--- src/rtl/wb_trace_capture.sv ---
// Writeback trace recorder: captures register-file writes into a show-ahead FIFO
// until a programmable number of end-of-program rises, then drains and reports done.
module wb_trace_capture #(
  parameter int DEPTH     = 16,
  parameter int EOP_LIMIT = 11
) (
  input  logic                       clk,
  input  logic                       rst_n,
  input  logic [1:0]                 w_en,
  input  logic [2:0]                 aD_rf,
  input  logic [15:0]                wD_rf,
  input  logic                       eop,
  output logic                       rd_valid,
  input  logic                       rd_ready,
  output logic [20:0]                rd_data,
  output logic [$clog2(DEPTH):0]     level,
  output logic                       overflow,
  output logic [7:0]                 drop_cnt,
  output logic [7:0]                 eop_cnt,
  output logic [15:0]                signature,
  output logic                       done
);

  localparam int AW = $clog2(DEPTH);
  localparam logic [AW:0] LVL_ONE  = (AW+1)'(1);
  localparam logic [AW:0] LVL_FULL = (AW+1)'(DEPTH);
  localparam logic [7:0]  EOP_LAST = 8'(EOP_LIMIT - 1);

  typedef enum logic [1:0] {CAPTURE, DRAIN, FINISHED} state_t;

  state_t        state_reg, state_next;
  logic [20:0]   mem [DEPTH];
  logic [AW-1:0] wr_ptr_reg, rd_ptr_reg;
  logic [AW:0]   level_next;
  logic          eop_q;
  logic          full, pop, push, accept, eop_rise, eop_hit;

  assign full     = (level == LVL_FULL);
  assign rd_valid = (level != '0);
  assign pop      = rd_valid & rd_ready;
  assign push     = (state_reg == CAPTURE) && (w_en != 2'b00);
  // A pop frees a slot in the same cycle, so a full FIFO can still accept.
  assign accept   = push && (!full || pop);
  assign eop_rise = eop & ~eop_q;
  assign eop_hit  = (state_reg == CAPTURE) && eop_rise && (eop_cnt == EOP_LAST);
  assign rd_data  = mem[rd_ptr_reg];

  always_comb begin
    level_next = level;
    if (accept && !pop)
      level_next = level + LVL_ONE;
    else if (!accept && pop)
      level_next = level - LVL_ONE;
  end

  // Storage is not reset: contents are meaningless once the pointers are cleared.
  always_ff @(posedge clk) begin
    if (accept)
      mem[wr_ptr_reg] <= {w_en, aD_rf, wD_rf};
  end

  always_ff @(posedge clk or negedge rst_n) begin
    if (!rst_n) begin
      wr_ptr_reg <= '0;
      rd_ptr_reg <= '0;
      level      <= '0;
      overflow   <= 1'b0;
      drop_cnt   <= 8'd0;
      eop_cnt    <= 8'd0;
      signature  <= 16'd0;
      eop_q      <= 1'b0;
    end else begin
      eop_q <= eop;
      level <= level_next;
      if (accept) begin
        wr_ptr_reg <= wr_ptr_reg + 1'b1;
        signature  <= signature ^ wD_rf;
      end
      if (pop)
        rd_ptr_reg <= rd_ptr_reg + 1'b1;
      if (push && !accept) begin
        overflow <= 1'b1;
        if (drop_cnt != 8'hFF)
          drop_cnt <= drop_cnt + 8'd1;
      end
      if ((state_reg == CAPTURE) && eop_rise)
        eop_cnt <= eop_cnt + 8'd1;
    end
  end

  always_ff @(posedge clk or negedge rst_n) begin
    if (!rst_n)
      state_reg <= CAPTURE;
    else
      state_reg <= state_next;
  end

  always_comb begin
    state_next = state_reg;
    case (state_reg)
      CAPTURE:  if (eop_hit) state_next = DRAIN;
      DRAIN:    if (level_next == '0) state_next = FINISHED;
      FINISHED: state_next = FINISHED;
      default:  state_next = CAPTURE;
    endcase
  end

  always_comb begin
    done = (state_reg == FINISHED);
  end

endmodule

--- config.mk ---
export PLATFORM = sky130hd
export DESIGN_NAME = wb_trace_capture
export DESIGN_NICKNAME = d
export VERILOG_FILES = /design/src/rtl/wb_trace_capture.sv
export SDC_FILE = /design/constraint.sdc
export NUM_CORES = 1
export LEC_CHECK = 0
export BUFFER_PORTS_ARGS = -buffer_cell sky130_fd_sc_hd__buf_2
export CAP_MARGIN = 40
export CELL_PAD_IN_SITES_DETAIL_PLACEMENT = 0
export CELL_PAD_IN_SITES_GLOBAL_PLACEMENT = 2
export CORE_AREA = 8 8 187 189
export CTS_CLUSTER_DIAMETER = 120
export DETAILED_ROUTE_END_ITERATION = 16
export DIE_AREA = 0 0 195 197
export PLACE_DENSITY_LB_ADDON = 0.1
export SYNTH_ARGS = -nofsm -noshare
export SYNTH_HDL_FRONTEND = slang
export SYNTH_SLANG_ARGS = --single-unit
--- constraint.sdc ---
create_clock -name clk -period 2.85 [get_ports clk]
set_clock_uncertainty 0.05 [all_clocks]
set_input_delay 0.285 -clock clk [delete_from_list [all_inputs] [get_ports clk]]
set_output_delay 0.285 -clock clk [all_outputs]
set_load 0.005 [all_outputs]
* Yosys cells after proc, flatten, opt, wreduce, memory -nomap -nowiden
Memories as Yosys holds them, arrays and structs flattened.
Cells that the tools add are included.
** Storage, ports and cells
- Word-level logic and storage cells :: 51
- Flip-flop bits (word level) :: 49
- Memories kept :: 1
- Input port bits :: 25
- Bits in writable memories :: 336
** Memories
- mem :: words 16, bits a word 21, read ports 1, clocked after Yosys merged registers in 0, wr ports 1, line 32 : logic [20:0] mem [DEPTH];
** Cells by class
- Eq/ne operators :: 7
- Mux-type cells :: 7
- Bitwise operators :: 4
- $add $sub $neg :: 6
- Reductions and logical operators :: 17
** Operator list (number)
- $add 8x1->8 const B :: 2
- $xor 16x16->16 :: 1
- $mux 5 :: 2
- $add 4x1->4 const B :: 2
- $eq 8x4->1 const B :: 1
- $ne 8x8->1 const B :: 1
- $logic_and 1x1->1 :: 7
- $pmux 2 s3 :: 1
- $add 5x1->5 const B :: 1
- $eq 5x5->1 const B :: 1
- $logic_not 5->1 :: 1
- $reduce_bool 5->1 :: 1
- $sub 5x1->5 const B :: 1
- $mux 2 :: 2
- $ne 2x2->1 const B :: 2
- $reduce_and 2->1 :: 2
- $logic_not 1->1 :: 3
- $and 1x1->1 :: 2
- $eq 2x1->1 const B :: 1
- $eq 2x2->1 const B :: 1
- $logic_not 2->1 :: 1
- $mux 1 :: 2
- $reduce_bool 2->1 :: 1
- $logic_or 1x1->1 :: 1
- $not 1->1 :: 1

* Depth between registers and ports, before layout
- Depth in word-level cells :: 11
- Gate-level depth with buffers :: 9
- Depth with buffers taken out :: 8

* Least setup slack after synthesis
Ideal clock, no wire load.
- Path kind :: register to register
- Start :: register state_reg[0]
- End :: memory mem[3][0], enable pin
- Period minus slack after synthesis :: 2.643 ns
- Path buffers :: 1
- Setup slack :: 0.207 ns
- Arrival :: 2.214 ns
- Stages on the path, launching flop included :: 8
- Cells stage by stage :: dfrtp_1 inv_1 ha_1 o21ai_1 clkbuf_1 a21oi_1 nor3b_1 and2_1
** On the way
- Cells in the longest elaborated chain, start to end :: 5
** RTL lines
- start: declaration :: line 31 : state_t state_reg, state_next;
- start signal: assignment :: line 95 : state_reg <= state_next;
- $logic_not 2->1 :: line 41 : assign push = (state_reg == CAPTURE) && (w_en != 2'b00);
- $logic_and 1x1->1 :: line 41
- $logic_and 1x1->1 :: line 43 : assign accept = push && (!full || pop);
- $mux 1 :: line 58 : if (accept)
- $mux 1 (implied by the code) :: line 59 : mem[wr_ptr_reg] <= {w_en, aD_rf, wD_rf};
- end: declaration :: line 32
Every way passes these cells.

* Worst setup path in the final report
- Start :: register rd_ptr_reg[0]
- End :: output port rd_data[18]
** On the way
- Cells in the longest elaborated chain, start to end :: 1
** RTL lines
- start: declaration :: line 33 : logic [AW-1:0] wr_ptr_reg, rd_ptr_reg;
- start signal: assignment :: line 80 : rd_ptr_reg <= rd_ptr_reg + 1'b1;
- $mem_v2 16x21
- end: declaration :: line 15 : output logic [20:0] rd_data,
Every way passes these cells.

==> out/qor.yml <==
wirelength_um: 33400
place_hpwl_um: 20700
ys_ff_latch: 385
drc: 0
die_area_um2: 38400
cp-start-kind: "register"
antennaDiodeCount: 0
max_slew_margin: 0.597
clk_pin_slew_ps: 60
finalNetCount: 910
required_ps: 2520
rows: 66
async_flop_share: 0.127
setup_viol: 0
synth_area_leaders: "edfxtp_1 67%, mux4_2 16%, dfrtp_1 8.1%"
vdd_drop_max_uv: 546
timing.final.crit_share: 0.987
cts_tree: "done"
yosys.cell_count.top_type: "edfxtp_1"
synth_area_um2: 15200
grt_pass1_wl_um: 50500
antenna_found_initial: 0
initial_utilization: 0.473
die_y_um: 197
nFillCells: 2495
reg_top3: "mem: 336 flops, signature: 16 flops"
fin_cells: 1312
routed_via_density: 5.70
dp.cells: 1225
ys.flop_type: "edfxtp_1"
drive_gt1_frac: 0.360
cts_root_buffer: "clkbuf_16"
numClockSinks: 385
drt_first_pass_iters: 5
syn_inst: 713
tightestPinTransition_ps: 602
clock_latency_ps: 520
yosysTopAreaCellShare: 0.666
tns_ps: 0
overflow: 0
path_class: "reg2out"
placed_cell_area_um2: 16400
yosys.cell_types.count: 52
grtUsageTotal: 0.174
p_leak_nw: 6.32
clock_path_buffers: 3
vias: 7477
grt_pass1_vias: 8077
wl_per_cell_um: 25.5
grt_max_degree: 49
largest_reg_flops: 336
ff2ff_setup_slack_ps: 110
synth_edf_count: 336
regMostFlops: "mem"
ant_nets: 0
report.final.slew_viol_count: 0
dr.first_iter.drc_count: 457
synth_commonest_cells: "336 x edfxtp_1, 105 x mux4_2, 49 x dfrtp_1"
ios: 86
max-cap-violations: 0
fin_area_um2: 18000
worstPathArrival_ps: 2480
routabilityCongestion: 0.805
syn_area_per_cell_um2: 21.3
synthToLayoutAreaGrowth_pct: 18.9
die_w_um: 195
power_mw: 15.8
power_density_nw_per_um2: 876
crit_fanout: 9
rsz0062_at_grt: "true"
core_area_um2: 32000
worstHoldPathType: "in2reg"
fmax_mhz: 356
ys_warn_count: 0
synth_largest_area_cell: "edfxtp_1"
cts_buffers: 42
htreeDepth: 2
status: "complete, no violations"
syn-num-nets: 751
end_kind: "output port"
synth-seq-area-share: 0.746
min_period_ps: 2810
finalHoldViolations: 0
fin_util: 0.562
place.port_buffers: 85
[critical path: stages (launching register included)]
cell and delay (ps):
dfrtp_4 440, buf_12 170, buf_12 150, mux4_2 500
mux4_2 540, buf_6 150
[stage by stage]
stage | hold slack [ps] | worst slack, ps
floorplan | -60.6 | 207
global placement | 235 | 154
detailed placement | 248 | 49.6
CTS | 68.1 | -12.3
global route | 81.6 | -40.1
finish | 100 | 38.3
[power by group]
| part | internal (mW) | switching, mW | leakage, nW | total [mW] |
|---|---|---|---|---|
| clock network | 3.23 | 2.10 | 0.672 | 5.33 |
| logic | 2.31 | 1.84 | 1.99 | 4.15 |
| registers | 6.20 | 0.105 | 3.65 | 6.31 |
| total | 11.7 | 4.04 | 6.32 | 15.8 |
[what timing repair did]
item,4_1_cts,5_1_grt
hold buffers,2,0
pin swaps,0,1
cloned,1,1
setup endpoints to repair,20,50
hold endpoints to repair,19,0
buffers inserted,4,3
gates resized for setup,9,14
[logic make-up (layout without fill, tap and decap cells)]
family,count (synthesis),in the layout,share of synthesized area
AOI/OAI and AO/OA,29,29,0.0138
adders and majority gates,13,13,0.0107
buffers and inverters,45,236,0.0120
xor gates and xnor gates,35,35,0.0202
muxes,110,110,0.159
and+or+nand+nor,96,96,0.0374
DFF,385,385,0.746
[layout make-up]
type                    instances  area [µm²]  area share
flip-flops and latches        385       11300       0.628
multi-input cells             283        3690       0.205
clock buffers                  51        1120      0.0619
repair buffers                148        1090      0.0605
well taps                     408         510      0.0283
clock inverters                25         245      0.0136
inverters                      12        45.0     0.00250
[final timing paths]
| path | to | cells past startpoint | from |
|---|---|---|---|
| worst min-delay path | mem[6][6] | 1 | wD_rf[6] |
| worst max-delay path | rd_data[18] | 5 | rd_ptr_reg[0] |
| worst min register to register | signature[14] | 1 | signature[14] |
| max in group asynchronous | signature[9] | 3 | rst_n |
| worst max register to register | state_reg[0] | 8 | level[1] |
| min in group asynchronous | drop_cnt[3] | 2 | rst_n |
[metal layers]
layer	track usage	share of wire	vias up
li1	-	-	3243
met1	0.232	0.43	4003
met4	0.0449	0.020	0
met2	0.298	0.51	176
met5	0	0	-
met3	0.0290	0.039	55
[placed cells by master (no fill, tap or decap), types with 10 or more instances in the layout]
cell type / count
and2_1: 16
buf_2: 83
buf_4: 46
clkbuf_16: 44
clkinv_1: 10
dfrtp_1: 47
edfxtp_1: 336
ha_1: 13
inv_1: 12
mux4_2: 105
nand2_1: 29
xnor2_1: 30
No activity file was read; power rests on OpenSTA's default activity.
